**config.mk**
```make
export PLATFORM = sky130hd
export DESIGN_NAME = decode_scoreboard
export DESIGN_NICKNAME = d
export VERILOG_FILES = /design/src/rtl/decode_scoreboard.sv
export SDC_FILE = /design/constraint.sdc
export NUM_CORES = 1
export LEC_CHECK = 0
export BUFFER_PORTS_ARGS = -buffer_cell sky130_fd_sc_hd__buf_2
export CAP_MARGIN = 20
export CORE_AREA = 2 2 166 168
export DETAILED_ROUTE_END_ITERATION = 10
export DIE_AREA = 0 0 168 170
export MAX_ROUTING_LAYER = met4
export PLACE_DENSITY_LB_ADDON = 0.3
export RECOVER_POWER = 25
export SKIP_LAST_GASP = 1
export SLEW_MARGIN = 20
export SYNTH_ARGS = -nofsm -noshare
export SYNTH_HDL_FRONTEND = slang
export SYNTH_SLANG_ARGS = --single-unit
export TNS_END_PERCENT = 1
```
**constraint.sdc**
```tcl
create_clock -name clock -period 15.8 [get_ports clock]
set_input_delay 0.79 -clock clock [delete_from_list [all_inputs] [get_ports clock]]
set_output_delay 0.79 -clock clock [all_outputs]
set_load 0.02 [all_outputs]
```
**src/rtl/decode_scoreboard.sv**
```systemverilog
// Per-register hazard scoreboard for decode: tracks busy destinations of
// multi-cycle operations and raises a combinational stall on dependent issue.
module decode_scoreboard #(
  parameter int unsigned NREG   = 32,
  parameter int unsigned IDX_W  = $clog2(NREG),
  parameter int unsigned LAT_W  = 4,
  parameter int unsigned MAXOUT = 4,
  parameter int unsigned CNT_W  = $clog2(MAXOUT + 1)
) (
  input  logic             clock,
  input  logic             reset,
  input  logic             valid,
  input  logic             rden1,
  input  logic [IDX_W-1:0] raddr1,
  input  logic             rden2,
  input  logic [IDX_W-1:0] raddr2,
  input  logic             wren,
  input  logic [IDX_W-1:0] waddr,
  input  logic             multi,
  input  logic [LAT_W-1:0] latency,
  input  logic             clear,
  input  logic             cmp_valid,
  input  logic [IDX_W-1:0] cmp_waddr,
  output logic             stall,
  output logic [NREG-1:0]  busy,
  output logic [CNT_W-1:0] pending,
  output logic             error
);

  logic [NREG-1:0]  busy_q, var_q, busy_d, var_d;
  logic [NREG-1:0]  rel, busy_eff;
  logic [LAT_W-1:0] cnt_q [NREG];
  logic [LAT_W-1:0] cnt_d [NREG];
  logic [CNT_W-1:0] pending_q, pending_d, rel_cnt, pending_eff;
  logic             error_q, error_d;
  logic             hz1, hz2, waw, cap, issue, cmp_bad, stray;

  // A register frees in the same cycle its result reaches the forwarding path.
  always_comb begin
    rel     = '0;
    rel_cnt = '0;
    for (int unsigned i = 1; i < NREG; i++) begin
      rel[i]  = busy_q[i] &
                ((var_q[i] & cmp_valid & (cmp_waddr == IDX_W'(i))) |
                 (!var_q[i] & (cnt_q[i] == LAT_W'(1))));
      rel_cnt = rel_cnt + CNT_W'(rel[i]);
    end
  end

  always_comb begin
    busy_eff    = busy_q & ~rel;
    pending_eff = pending_q - rel_cnt;
    hz1   = rden1 & (raddr1 != '0) & busy_eff[raddr1];
    hz2   = rden2 & (raddr2 != '0) & busy_eff[raddr2];
    waw   = wren & (waddr != '0) & busy_eff[waddr];
    cap   = multi & wren & (waddr != '0) & (pending_eff == CNT_W'(MAXOUT));
    stall = reset & valid & (hz1 | hz2 | waw | cap);
    issue = valid & multi & wren & (waddr != '0) & !stall & !clear;
  end

  always_comb begin
    busy_d    = busy_q;
    var_d     = var_q;
    cnt_d     = cnt_q;
    pending_d = '0;
    stray     = 1'b0;
    for (int unsigned i = 1; i < NREG; i++) begin
      if (issue && (waddr == IDX_W'(i))) begin
        busy_d[i] = 1'b1;
        var_d[i]  = (latency == '0);
        cnt_d[i]  = latency;
      end else if (rel[i]) begin
        busy_d[i] = 1'b0;
        var_d[i]  = 1'b0;
        cnt_d[i]  = '0;
      end else if (busy_q[i] && !var_q[i] && (cnt_q[i] > LAT_W'(1))) begin
        cnt_d[i] = cnt_q[i] - LAT_W'(1);
      end
      if (!busy_q[i] && (cnt_q[i] == LAT_W'(1)))
        stray = 1'b1;
    end
    busy_d[0] = 1'b0;
    var_d[0]  = 1'b0;
    cnt_d[0]  = '0;
    for (int unsigned i = 1; i < NREG; i++)
      pending_d = pending_d + CNT_W'(busy_d[i]);
    cmp_bad = cmp_valid & ((cmp_waddr == '0) | !busy_q[cmp_waddr] | !var_q[cmp_waddr]);
    error_d = error_q | cmp_bad | stray;
  end

  always_ff @(posedge clock) begin
    if (!reset) begin
      busy_q    <= '0;
      var_q     <= '0;
      cnt_q     <= '{default: '0};
      pending_q <= '0;
      error_q   <= 1'b0;
    end else begin
      busy_q    <= busy_d;
      var_q     <= var_d;
      cnt_q     <= cnt_d;
      pending_q <= pending_d;
      error_q   <= error_d;
    end
  end

  assign busy    = busy_q;
  assign pending = pending_q;
  assign error   = error_q;

endmodule

```
==> flow_summary.ini <==
[run_status]
outcome = finished, violations left
violations = capacitance limit, slew limit

[sta]
drv_slew = 45
fin_ws_ns = 1.67
relSlewSlack = -0.0939
rsz0062_at_grt = no
finalSetupViolations = 0
finalHoldViolations = 0
tns_ns = 0
period_minus_slack_ns = 14.13
tightest_slew_ns = 1.64
holdWs_ns = 0.519
fmax_mhz = 70.8
min_period_over_period = 0.894
skew_ns = 0.0117

[setup_path]
slowest_delay_ns = 1.03
crit_type = input port to flip-flop
crit_fanout = 29
crit_path_end_kind = flip-flop
crit_top_cell = fa_1
arrival_ns = 14.45
critical_path.slowest_cell = clkbuf_1
start_kind = input port
required_ns = 16.12

[cells_and_area]
nets = 1878
final_util = 0.550
drive_gt1_frac = 0.0669
regArea_mm2 = 0.00380
fillers = 2531
multi_input_area_mm2 = 0.00866
instances_no_fill = 2077
area.growth.synth_to_final_pct = 8.40

[synthesis]
netlist_instances = 1674
synth_sequential_area_ratio = 0.281
avgSynthCellArea_um2 = 8.08
synth_seq_cells = 190
synth-main-ff-cell = dfxtp_1
synth_area_mm2 = 0.0135
yosys-top-cells-area = dfxtp_1, o22ai_1, ha_1
ys_warn_count = 0
synth_edf_count = 0
synth_top_cell_by_area = dfxtp_1
synth.top_cell.area_share = 0.281
synth_nets = 1832
synth.distinct_cells = 80
async_reset_ff_frac = 0

[die]
core_mm2 = 0.0267
die_h_um = 170
die-area_mm2 = 0.0286
ios = 70
rows = 60
start_util = 0.507
die_w_um = 168

[routing]
first_pass_iters = 8
finalWirelength_mm = 50.6
drc_errors = 0
wl_per_cell_um = 24.4
vias = 13604
drt_iter0_drc = 1603
antenna_left = 0
viasPerCell = 6.55

[clock_tree]
clk_path_buf_depth = 2
cts_tree = yes
cts_made_buffers = 17
clk_pin_slew_ns = 0.08
ctsHoldBuffers = 0
clock-sinks = 190
post_cts_buffers = 0
cts_resized = 0
worst_skew_pair.late_latency_ns = 0.44
root_buffer = clkbuf_16
htree_levels = 4

[power_and_ir_drop]
p_per_area_mw_per_mm2 = 68.3
ir_drop_mv = 0.0554
power_leakage_nw = 5.53

[placed_design]
dp_slack_ns = 2.50
portBuffers = 68
place_congestion = 1.06
hpwl_mm = 38.0
dp.cells = 2042

[global_route]
grt_max_degree = 66
grtUsageTotal = 0.361
first_global_vias = 12609
antenna_found_initial = 4
grt_pass1_wl_mm = 75.7
globalRouteOverflowTotal = 0

[worst_hold_path]
min-delay-path-class = flip-flop to flip-flop

[flow_run]
maxCapViolations = 2
## metrics by stage
stage	instance area, um2	power, W
after floorplan	13500	0.000543
after global placement	14100	0.000573
after detailed placement	14100	0.000574
after CTS	14700	0.000998
after global routing	14700	0.00102
final	14700	0.00100
## state kept, by name, indices dropped and copies added, names as in the netlist
register	cells
error	1
pending	3
var_q	31
cnt_q	124
busy	31
## layer usage
| metal | track usage | vias to the layer above | routed length (um) |
|---|---|---|---|
| li1 | - | 6145 | - |
| met2 | 0.561 | 837 | 22500 |
| met3 | 0.0751 | 170 | 5540 |
| met5 | - | - | 0 |
| met1 | 0.460 | 6452 | 20400 |
| met4 | 0.148 | 0 | 2240 |
## critical path, delay by kind of cell
family	cells	cell delay, ns
AOI/OAI and AO/OA	5	1.10
xor gates and xnor gates	7	1.17
adders and majority gates	16	7.76
buffers and inverters	10	3.07
and+or+nand+nor	4	0.51
## final timing paths
kind | start | cells past startpoint | slack, ns | endpoint
setup / recovery | cmp_waddr[1] | 42 | 1.67 | pending[2]
hold / removal | var_q[28] | 2 | 0.52 | var_q[28]
setup reg to reg | cnt_q[61] | 41 | 2.73 | pending[2]
hold reg to reg | var_q[28] | 2 | 0.52 | var_q[28]
## area by class of cell
cell class | count | area share
diodes | 3 | 0.000512
clock buffers | 18 | 0.0300
clock inverters | 14 | 0.00879
inverters | 197 | 0.0504
multi-input cells | 1223 | 0.591
flip-flops and latches | 190 | 0.259
well taps | 341 | 0.0291
repair buffers | 91 | 0.0310
## synthesized netlist by cell type (all sizes together), types with 14 or more instances
cell,number
nor3b,15
o21ai,64
xnor2,99
a31oi,14
o211ai,26
nor2,137
nor3,14
dfxtp,190
nor4b,21
nand2,128
fa,41
o22ai,180
ha,84
nand3,78
buf,37
a21oi,57
inv,195
clkbuf,27
nor2b,14
nor4,41
## cell families after synthesis
group | after synthesis | synth area share
AO/OA/AOI/OAI | 456 | 0.226
XOR/XNOR | 104 | 0.0674
flip-flops | 190 | 0.281
multiplexers | 14 | 0.0117
other | 1 | 0.000277
AND/OR/NAND/NOR | 523 | 0.196
adder cells (fa/ha/maj) | 125 | 0.138
buffers and inverters | 261 | 0.0787
## layout by cell type, fill, tap and decap left out, types with 39 or more instances in the layout
cell      Yosys  routed
inv_1       195     195
dfxtp_1     190     190
o22ai_1     180     180
nor2_1      136     137
nand2_1     127     127
xnor2_1      99      99
ha_1         84      84
nand3_1      78      78
o21ai_0      63      63
a21oi_1      57      57
nor4_1       41      41
fa_1         41      41
clkbuf_1     27      39
## power by group
part	leakage (nW)	internal [W]	switching, W	total [W]
sequential	1.53	0.000479	0.00000127	0.000481
combinational	3.72	0.0000221	0.0000636	0.0000857
clock	0.279	0.000212	0.000223	0.000435
(Power assumes the default switching activity.)
